File: src/rtl/cast_credit_injector.sv
// Credit-gated injection stage in front of a PE cast-network receive FIFO.
// Flits pass through a one-flit output register; HEADs may require a whole packet of credits.
module cast_credit_injector #(
  parameter int DW         = 16,
  parameter int CREDITS    = 8,
  parameter int CRD_W      = 4,
  parameter int PKT_LEN    = 4,
  parameter int PKT_ATOMIC = 1
) (
  input  logic             clk,
  input  logic             rst,
  input  logic             valid_i,
  input  logic [DW-1:0]    data_i,
  output logic             ready_o,
  output logic             valid_o,
  output logic [DW-1:0]    data_o,
  input  logic             ready_i,
  input  logic             credit_upd_i,
  output logic [CRD_W-1:0] credit_cnt_o,
  output logic             err_o,
  output logic             state_o
);

  // Handshakes: a transfer happens on a clock edge where valid and ready are both
  // high; valid never depends on ready, and ready_o carries no path from credit_upd_i.

  typedef enum logic {IDLE = 1'b0, SEND = 1'b1} state_t;

  localparam logic [1:0] FT_HEAD = 2'b01;
  localparam logic [1:0] FT_BODY = 2'b10;
  localparam logic [1:0] FT_TAIL = 2'b11;

  localparam logic [CRD_W-1:0] CRD_MAX   = CRD_W'(CREDITS);
  localparam logic [CRD_W-1:0] HEAD_NEED = CRD_W'((PKT_ATOMIC != 0) ? PKT_LEN : 1);

  state_t           state_q, state_d;
  logic             valid_q, valid_d;
  logic [DW-1:0]    data_q, data_d;
  logic [CRD_W-1:0] crd_q, crd_d;
  logic             err_q, err_d;

  logic [1:0] ftype;
  logic       is_head, is_bt, slot_free, load, drop;

  always_comb begin
    ftype     = data_i[DW-1:DW-2];
    is_head   = (ftype == FT_HEAD);
    is_bt     = (ftype == FT_BODY) || (ftype == FT_TAIL);
    slot_free = ~valid_q | ready_i;
    load      = 1'b0;
    drop      = 1'b0;

    // Out-of-order flit types are swallowed (accepted, never forwarded) and flagged.
    if (valid_i && !rst) begin
      case (state_q)
        IDLE: begin
          if (is_head) load = slot_free && (crd_q >= HEAD_NEED);
          else         drop = 1'b1;
        end
        SEND: begin
          if (is_bt) load = slot_free && (crd_q != '0);
          else       drop = 1'b1;
        end
        default: drop = 1'b0;
      endcase
    end
    ready_o = load | drop;

    state_d = state_q;
    if (load && (state_q == IDLE))                     state_d = SEND;
    else if (load && (state_q == SEND) && (ftype == FT_TAIL)) state_d = IDLE;

    valid_d = slot_free ? load : valid_q;
    data_d  = load ? data_i : data_q;

    // Credits are reserved at load time, so the count gates loads directly.
    crd_d = crd_q;
    err_d = err_q | drop;
    case ({load, credit_upd_i})
      2'b10: crd_d = crd_q - CRD_W'(1);
      2'b01: begin
        if (crd_q == CRD_MAX) err_d = 1'b1;
        else                  crd_d = crd_q + CRD_W'(1);
      end
      default: crd_d = crd_q;
    endcase
  end

  always_ff @(posedge clk) begin
    if (rst) begin
      state_q <= IDLE;
      valid_q <= 1'b0;
      data_q  <= '0;
      crd_q   <= CRD_MAX;
      err_q   <= 1'b0;
    end else begin
      state_q <= state_d;
      valid_q <= valid_d;
      data_q  <= data_d;
      crd_q   <= crd_d;
      err_q   <= err_d;
    end
  end

  assign valid_o      = valid_q;
  assign data_o       = data_q;
  assign credit_cnt_o = crd_q;
  assign err_o        = err_q;
  assign state_o      = state_q;

endmodule

File: config.mk
export PLATFORM = sky130hd
export DESIGN_NAME = cast_credit_injector
export DESIGN_NICKNAME = d
export VERILOG_FILES = /design/src/rtl/cast_credit_injector.sv
export SDC_FILE = /design/constraint.sdc
export NUM_CORES = 1
export LEC_CHECK = 0
export ABC_CLOCK_PERIOD_IN_PS = 2900
export CORE_ASPECT_RATIO = 1.1
export CORE_MARGIN = 1.5
export CORE_UTILIZATION = 46
export DETAILED_ROUTE_END_ITERATION = 12
export MAX_ROUTING_LAYER = met4
export PLACE_DENSITY = 0.83
export SYNTH_ARGS = -nofsm -noshare
export SYNTH_HDL_FRONTEND = slang
export SYNTH_SLANG_ARGS = --single-unit
File: constraint.sdc
create_clock -name clk -period 2.9 [get_ports clk]
set_input_delay 0.29 -clock clk [delete_from_list [all_inputs] [get_ports clk]]
set_output_delay 0.29 -clock clk [all_outputs]
set_load 0.005 [all_outputs]
==> results of run 1 <==
==> through the flow <==
step                hold WS (ps)   util
floorplan                    426      -
global placement             441  0.694
detailed placement           448  0.694
CTS                          467  0.706
global route                 489  0.706
finish                       461  0.706
==> state kept, by name, summed over array words and instances (netlist names) <==
register,cells
valid_o,1
data_o,16
state_o,1
credit_cnt_o,4
err_o,1
==> final cells by class <==
class / instances / area [sq um] / share of cell area
inverters: 4 / 15.0 / 0.00917
clock buffers: 3 / 22.5 / 0.0138
flip-flops and latches: 23 / 460 / 0.281
multi-input cells: 96 / 642 / 0.392
clock inverters: 1 / 5.00 / 0.00306
well taps: 30 / 37.5 / 0.0229
repair buffers: 46 / 455 / 0.278
==> placed cells by master, fill, tap and decap left out, types with 2 or more instances in the layout <==
cell type	instances
xnor2_1	2
buf_4	2
clkdlybuf4s50_1	44
inv_1	4
dfxtp_1	23
a21oi_1	11
nand2b_1	3
a31oi_1	2
nand2_1	24
mux2_4	2
o21ai_1	2
ha_1	2
nand2_2	9
clkbuf_4	3
nor2_1	5
o21ai_0	2
a21oi_2	9
nor2b_1	2
==> worst min path at each step <==
stage                                  from                      end  slack (ps)  depth (start not counted)
floorplan                         data_i[0]   data_o[0]$_SDFFE_PP0P_         430                          2
global placement    data_o[12]$_SDFFE_PP0P_  data_o[12]$_SDFFE_PP0P_         440                          2
detailed placement  data_o[12]$_SDFFE_PP0P_  data_o[12]$_SDFFE_PP0P_         450                          2
CTS                 data_o[12]$_SDFFE_PP0P_  data_o[12]$_SDFFE_PP0P_         470                          2
global route         data_o[0]$_SDFFE_PP0P_   data_o[0]$_SDFFE_PP0P_         490                          2
finish              data_o[12]$_SDFFE_PP0P_  data_o[12]$_SDFFE_PP0P_         460                          2
==> power by group <==
group | switching (W) | internal, W
combinational | 0.000108 | 0.000157
sequential | 0.0000383 | 0.000340
clock | 0.000101 | 0.0000516
total | 0.000247 | 0.000549
==> metal layers <==
layer	vias to the layer above	routed length [um]
met5	-	0
met4	0	38
met3	6	172
met2	43	1290
met1	503	1170
li1	530	-
==> cells by family after synthesis <==
| group | Yosys count | synth area share |
|---|---|---|
| simple gates | 53 | 0.245 |
| compound gates | 36 | 0.233 |
| flops | 23 | 0.394 |
| buf+inv | 11 | 0.0567 |
| mux | 3 | 0.0343 |
| xor+xnor | 2 | 0.0150 |
| fa+ha+maj | 2 | 0.0214 |
==> worst min-delay path: stages, from the launching register on <==
cell and delay, ps:
dfxtp_1 330, nand2_1 50, a21oi_1 50
==> run metrics, run 1 <==
Crit Path Class primary input to output port; CTS tree done; cts hold-fix bufs 0; post_cts resized 0; Post-CTS Setup Repair Bufs 0; M2 GR Usage 0.327; Worst setup SP type primary input; Slew @ Worst Pin 307 ps; status finished, final reports clean; crit end category output port; Die Y 55.9 um; total number of vias 1082; Fin Setup TNS 0 ps; Remaining DRCs 0; R2R Path Start credit_cnt_o[0]$_SDFFE_PP0P_; CP top delay family buffers and inverters; P&R area growth vs syn 40.1%; Fmax 423 MHz; number of synthesized flops with an enable pin 0; placed insts 199; slew margin rel. 0.793; RSZ-0062 raised after global routing no; diode count 0; clk slew on worst S/H paths 130 ps; Site Rows 18; Period Utilization, post-route 0.815; leak pwr 0.586 nW; Total GRT Usage 0.207; DP HPWL 1970 um; area post-placement 1610 sq um; skew final 10.4 ps; Final Setup Violations 0; GRT busiest layer met2; post-route ant nets 0; setup ws final 535 ps; CP arrival 2070 ps; Synth area leaders dfxtp_1 (39%), nand2_1 (7.7%), a21oi_2 (6.7%), nand2_2 (4.8%), a21oi_1 (4.7%); worst-path fanout max 4; Final Total Pwr 0.000796 W; met1 Use GR 0.259; Max VDD drop 305 uV; root buffer cell clkbuf_4; Main synth FF type dfxtp_1; first-pass GRT wire length 4440 um; syn_nets 153; wire per inst 13.2 um; # IOs 45; GRT overflow 0; PwrDens 486 nW/um^2; synthesized flop and latch total 23; Yosys top cell by area dfxtp_1; sequential area share after synthesis 0.394; critical path depth in cells 5; vias in the first global route 1027; fin crit period 2360 ps; R2R Setup Slk 710 ps; CTS Buf Count 3; Synthesis Warnings 0; Synth top area share 0.394; pin count of the biggest net entering global routing 26; clock latency on the worst-skew pair 320 ps; initial DRC count 8; grt met3 use 0.0349; Clock Tree Buf Depth 2; CP bufs+invs 2; DRT Wirelength 2670 um; DR vias/cell 5.33; CP peak stage delay 550 ps; Pre-antenna DRT Iters 5; worst slack, placed 442 ps; fin. max-slew vios 0; reg2reg path depth 8; Fillers 189; GPL Wtd Cong 0.953; Post-Synthesis Cells 130; share of layout cells above drive strength 1 0.202; CP startpoint data_i[14]; highest-delay cell along the critical path clkdlybuf4s50_1; MaxCap Viol Count 0; Worst Setup EP ready_o; reg2reg end credit_cnt_o[3]$_SDFFE_PP1P_; number of I/O port buffers 44; crit-path cells clkdlybuf4s50_1 -> nor3b_2 -> or2_2 -> a21boi_0 -> clkdlybuf4s50_1; total core area 2320 sq um; Final Hold Fails 0; Finished Cell Area 1640 sq um; Top cell by count, worst path clkdlybuf4s50_1; initial antenna violation count 0; chip width 51.1 um; Nets 197; Syn Std Cell Area 1170 sq um; TritonCTS Sinks 23; asr flop ratio synth 0; H-tree levels 1; Initial Util 0.504; most common cell in the netlist nand2_1; top cells by count, synth nand2_1 (24), dfxtp_1 (23), a21oi_1 (11); Worst Path Required 2610 ps; worst min path class flop to flop; Synth cell types 39; Avg Cell Area, Syn 8.99 sq um; die area 2850 sq um; Non-Filler Instances 203
No activity file was read; power rests on OpenSTA's default activity.
==> run 2: changes to the inputs <==
==> config.mk (replaced) <==
export PLATFORM = sky130hd
export DESIGN_NAME = cast_credit_injector
export DESIGN_NICKNAME = d
export VERILOG_FILES = /design/src/rtl/cast_credit_injector.sv
export SDC_FILE = /design/constraint.sdc
export NUM_CORES = 1
export LEC_CHECK = 0
export ABC_CLOCK_PERIOD_IN_PS = 1910
export CORE_ASPECT_RATIO = 1.1
export CORE_MARGIN = 1.5
export CORE_UTILIZATION = 39
export DETAILED_ROUTE_END_ITERATION = 12
export MAX_ROUTING_LAYER = met4
export PLACE_DENSITY = 0.75
export SYNTH_ARGS = -nofsm -noshare
export SYNTH_HDL_FRONTEND = slang
export SYNTH_SLANG_ARGS = --single-unit
==> constraint.sdc (replaced) <==
create_clock -name clk -period 1.91 [get_ports clk]
set_input_delay 0.191 -clock clk [delete_from_list [all_inputs] [get_ports clk]]
set_output_delay 0.191 -clock clk [all_outputs]
set_load 0.005 [all_outputs]
==> run metrics, run 2 (same netlist as run 1, synthesis figures left out) <==
most frequent cells in the layout clkdlybuf4s50_1 (43), nand2_1 (24), dfxtp_1 (21), buf_4 (21); Seq pwr share 0.394; TritonCTS Sinks 23; CTS Buf Count 3; chip width 55.2 um; NetSw 0.000456 W; Remaining DRCs 0; most common cell after layout, fill and taps aside clkdlybuf4s50_1; initial DRC count 24; diode count 0; CP top delay family compound AO/OA/AOI/OAI gates; Crit Path Class flop to flop; clock share of power 0.171; crit-path cells o21a_4 -> o31ai_4 -> o21ai_4 -> ha_4 -> a31oi_2 -> a311oi_2 -> a31oi_1 -> mux2i_1; Site Rows 20; slew margin rel. 0.756; crit end category flop; DP HPWL 2340 um; Fmax 480 MHz; Pre-antenna DRT Iters 4; post-route ant nets 0; status finished with violations; number of I/O port buffers 44; GPL Wtd Cong 0.990; Non-Filler Instances 225; setup ws final -172 ps; fin crit period 2080 ps; CP arrival 2290 ps; placed insts 218; vias in the first global route 1141; highest-delay cell along the critical path dfxtp_2; Final Setup Violations 2; H-tree levels 1; CP peak stage delay 360 ps; P&R area growth vs syn 60.0%; Die Y 60.4 um; Period Utilization, post-route 1.09; Initial Util 0.417; clock latency on the worst-skew pair 330 ps; total core area 2800 sq um; MaxCap Viol Count 0; wire per inst 14.7 um; Clock Tree Buf Depth 2; failing checks negative setup slack; area post-placement 1750 sq um; worst-path fanout max 5; DRT Wirelength 3310 um; Slew @ Worst Pin 361 ps; skew final 17.8 ps; root buffer cell clkbuf_4; initial antenna violation count 0; max reg flops 16; Nets 216; PwrDens 744 nW/um^2; Finished Cell Area 1870 sq um; hold slack 398 ps; Worst Path Required 2120 ps; share of layout cells above drive strength 1 0.344; total number of vias 1162; sw frac 0.328; Worst setup SP type flop; clk slew on worst S/H paths 140 ps; Total GRT Usage 0.230; GRT overflow 0; Max VDD drop 563 uV; die area 3330 sq um; leak pwr 0.695 nW; fin. max-slew vios 0; CTS tree done; # IOs 45; Pint 0.000935 W; CP bufs+invs 0; Final Hold Fails 0; pin count of the biggest net entering global routing 26; first-pass GRT wire length 5380 um; worst slack, placed -329 ps; DR vias/cell 5.16; worst min path class primary input to flop; combinational share of power 0.435; RSZ-0062 raised after global routing yes; R2R Setup Slk -170 ps
run 2: cell types whose count changed in the layout (fill, tap and decap cells not counted), moves of 2 or more:
cell / before / now
o21ai_1: 2 / 0
ha_1: 2 / 0
dfxtp_1: 23 / 21
buf_4: 2 / 21
run 2: power groups by stage:
stage	sequential, W	clock, W	combinational (W)
6_report	0.000547	0.000238	0.000605
5_1_grt	0.000553	0.000265	0.000654
4_1_cts	0.000542	0.000240	0.000549
3_5_place_dp	0.000553	0	0.000518
3_3_place_gp	0.000551	0	0.000499
2_1_floorplan	0.000579	0	0.000252
run 2: path summary, 6_finish.rpt:
| check | startpoint | depth (start not counted) | to |
|---|---|---|---|
| max | credit_cnt_o[0]$_SDFFE_PP0P_ | 8 | credit_cnt_o[3]$_SDFFE_PP1P_ |
| min | data_i[7] | 3 | data_o[7]$_SDFFE_PP0P_ |
| min reg2reg | data_o[14]$_SDFFE_PP0P_ | 2 | data_o[14]$_SDFFE_PP0P_ |
| max reg2reg | credit_cnt_o[0]$_SDFFE_PP0P_ | 8 | credit_cnt_o[3]$_SDFFE_PP1P_ |
run 2: area by class of cell:
type	count	area, sq um
inverter	4	15.0
multi-input combinational	96	727
tap	33	41.3
clock buffer	3	22.5
clock inverter	1	5.00
fill	230	933
sequential	23	465
timing repair buffer	65	593
run 2: worst register-to-register path, delay by kind of cell (launching register included):
kind	cells	cell delay (ps)
AOI/OAI and AO/OA	6	1130
adders and majority gates	1	320
DFF	1	360
muxes	1	150
run 2: metal layers:
layer	share of wire	wire length, um	track usage
met5	0	0	-
met3	0.055	181	0.0369
met4	0.022	74	0.0941
met1	0.41	1340	0.268
met2	0.52	1710	0.388
run 2: what timing repair did:
| item | in CTS | in global routing |
|---|---|---|
| gates resized for setup | 10 | 9 |
| setup endpoints to repair | 3 | 3 |
| pin swaps | 2 | 5 |
| buffers inserted | 2 | 1 |
| hold buffers | 0 | 0 |
run 2: per-stage QoR:
step	power (W)	utilization	setup TNS (ps)
after floorplan	0.000831	-	-1.09
after global placement	0.00105	0.623	-642
after detailed placement	0.00107	0.623	-981
after CTS	0.00133	0.650	-111
after global routing	0.00147	0.667	-454
final	0.00139	0.667	-316
==> edit (settings of run 1) <==
Register the output `err_o` once more; this adds one clock of latency there. The other outputs are not delayed to match.
--- a/src/rtl/cast_credit_injector.sv
+++ b/src/rtl/cast_credit_injector.sv
@@ -105,7 +105,9 @@
   assign valid_o      = valid_q;
   assign data_o       = data_q;
   assign credit_cnt_o = crd_q;
-  assign err_o        = err_q;
+  always_ff @(posedge clk) begin
+    err_o <= err_q;
+  end
   assign state_o      = state_q;
 
 endmodule
Formal check against the unedited RTL: not equivalent (a bounded check fails within 4 cycles, from zero or initial values and one cycle with rst high).
==> edit against run 1 <==
Final cell count is 0.99% higher; sequential power up 5%; area after synthesis rose by 1.7%; worst setup slack better by 28 ps; count of clock-buffer cells in the layout is the same; fmax rose by 1.2%; routed wire length is 4.8% higher; clock power up 59%; power rose by 15%; non-clock buffer count stayed put; register-to-register slack lost 150 ps; design area rose by 2.8%; sequential cell count is 1 higher; global-route usage grew 0.57 points.
==> edit: results (changes against run 1) <==
[run_status]
status = finished clean  ; unchanged

[finish]
fin_nets = 198  ; was 197
fill_cells = 196  ; was 189
regArea_sq_um = 480  ; was 460 sq um
final-clk-cell-share_pct = 3.12  ; was 1.68%
multi_input_area_sq_um = 642  ; unchanged
layout-drive-gt1-share_pct = 20.1  ; was 20.2%
nonClkBufAreaFrac_pct = 27.0  ; was 27.8%
antennaDiodeCount = 0  ; unchanged
nMultiInputCombCells = 96  ; unchanged
largest_reg_flops = 16  ; unchanged
nNonClkBuffers = 46  ; unchanged
sequential_cell_total = 24  ; was 23

[global_routing]
grt_usage_pct = 21.2  ; was 20.7%
grt_pass1_wl_um = 4630  ; was 4440 um

[detailed_routing]
wire_per_inst_um = 13.6  ; was 13.2 um
drtIter0Drc = 19  ; was 8
vias = 1088  ; was 1082
first_pass_iters = 4  ; was 5

[clock_network]
insertion_delay_ps = 310
h-tree-depth = 1  ; unchanged
clk_path_buf_depth = 2  ; unchanged

[timing]
skew_ps = 4.01  ; was 10.4 ps
worst_pin_slew_ps = 481  ; was 307 ps
fmax_mhz = 428  ; was 423 MHz

[power_and_ir_drop]
p_switching_mw = 0.258  ; was 0.247 mW
p_leak_nw = 0.604  ; was 0.586 nW
p_clk_share_pct = 26.5  ; was 19.1%
p_seq_share_pct = 43.5  ; was 47.6%
vdd_drop_max_mv = 0.353  ; was 0.305 mV

[placed_design]
pre_cts_slack_ps = 384  ; was 442 ps
dpl_cell_area_sq_mm = 0.00163  ; was 0.00161 sq mm
hpwl_um = 2000  ; was 1970 um
gp_congestion = 0.896  ; was 0.953

[worst_setup_path]
crit_family = compound AO/OA/AOI/OAI gates  ; was buffers and inverters
crit_fanout = 8  ; was 4
ff2ff_path_depth = 9  ; was 8
slowest_delay_ps = 410  ; was 550 ps
cpMaxStageDelayCell = dfxtp_1  ; was clkdlybuf4s50_1
arrival_ps = 2550  ; was 2070 ps

[synthesis]
synth_nets = 154  ; was 153
ys_types = 39  ; unchanged
synth.area.mux_share_pct = 3.37  ; was 3.43%
synth_compound_area_share_pct = 22.9  ; was 23.3%
synth_commonest_cells = dfxtp_1 (24), nand2_1 (24), a21oi_1 (11), a21oi_2 (9), nand2_2 (9)  ; was nand2_1 (24), dfxtp_1 (23), a21oi_1 (11), a21oi_2 (9), nand2_2 (9)
ys_top_cells_by_area = dfxtp_1 (40%), nand2_1 (7.6%), a21oi_2 (6.6%)  ; was dfxtp_1 (39%), nand2_1 (7.7%), a21oi_2 (6.7%)
yosysWarnings = 0  ; unchanged
synth_xor_area_share_pct = 1.47  ; was 1.50%
synth_fa_ha_area_share_pct = 2.11  ; was 2.14%
ys_seq_area_share_pct = 40.4  ; was 39.4%

[min_path]
hold_class = reg -> reg  ; unchanged
holdPathStages = 0  ; was 2

[edit: cell count changes in the layout (fill, tap and decap cells not counted)]
cell	before	now
dfxtp_1	23	24
bufinv_16	0	1
clkinv_2	1	0
[edit: routing by layer]
metal  up-vias  part of all wire [%]  GRT usage, %
met5         -                     0             -
met4         0                  0.54          7.89
met3         2                   4.9          2.93
met2        37                    51          33.7
met1       516                    44          27.4
li1        533                     -             -
[edit: worst paths after layout]
check / start / endpoint / slack, ps
worst max-delay path: credit_cnt_o[0] / credit_cnt_o[2] / 560
worst min-delay path: err_q / err_o / 370
worst max register to register: credit_cnt_o[0] / credit_cnt_o[2] / 560
worst min register to register: err_q / err_o / 370
[edit: per-stage QoR]
step / power [mW] / util (%) / hold slack, ps / cells
after floorplan: 0.560 / - / 331 / 131
after global placement: 0.661 / 66.0 / 344 / 201
after detailed placement: 0.672 / 66.0 / 356 / 201
after CTS: 0.918 / 68.1 / 374 / 205
after global routing: 0.959 / 68.1 / 385 / 205
final: 0.912 / 68.1 / 371 / 205
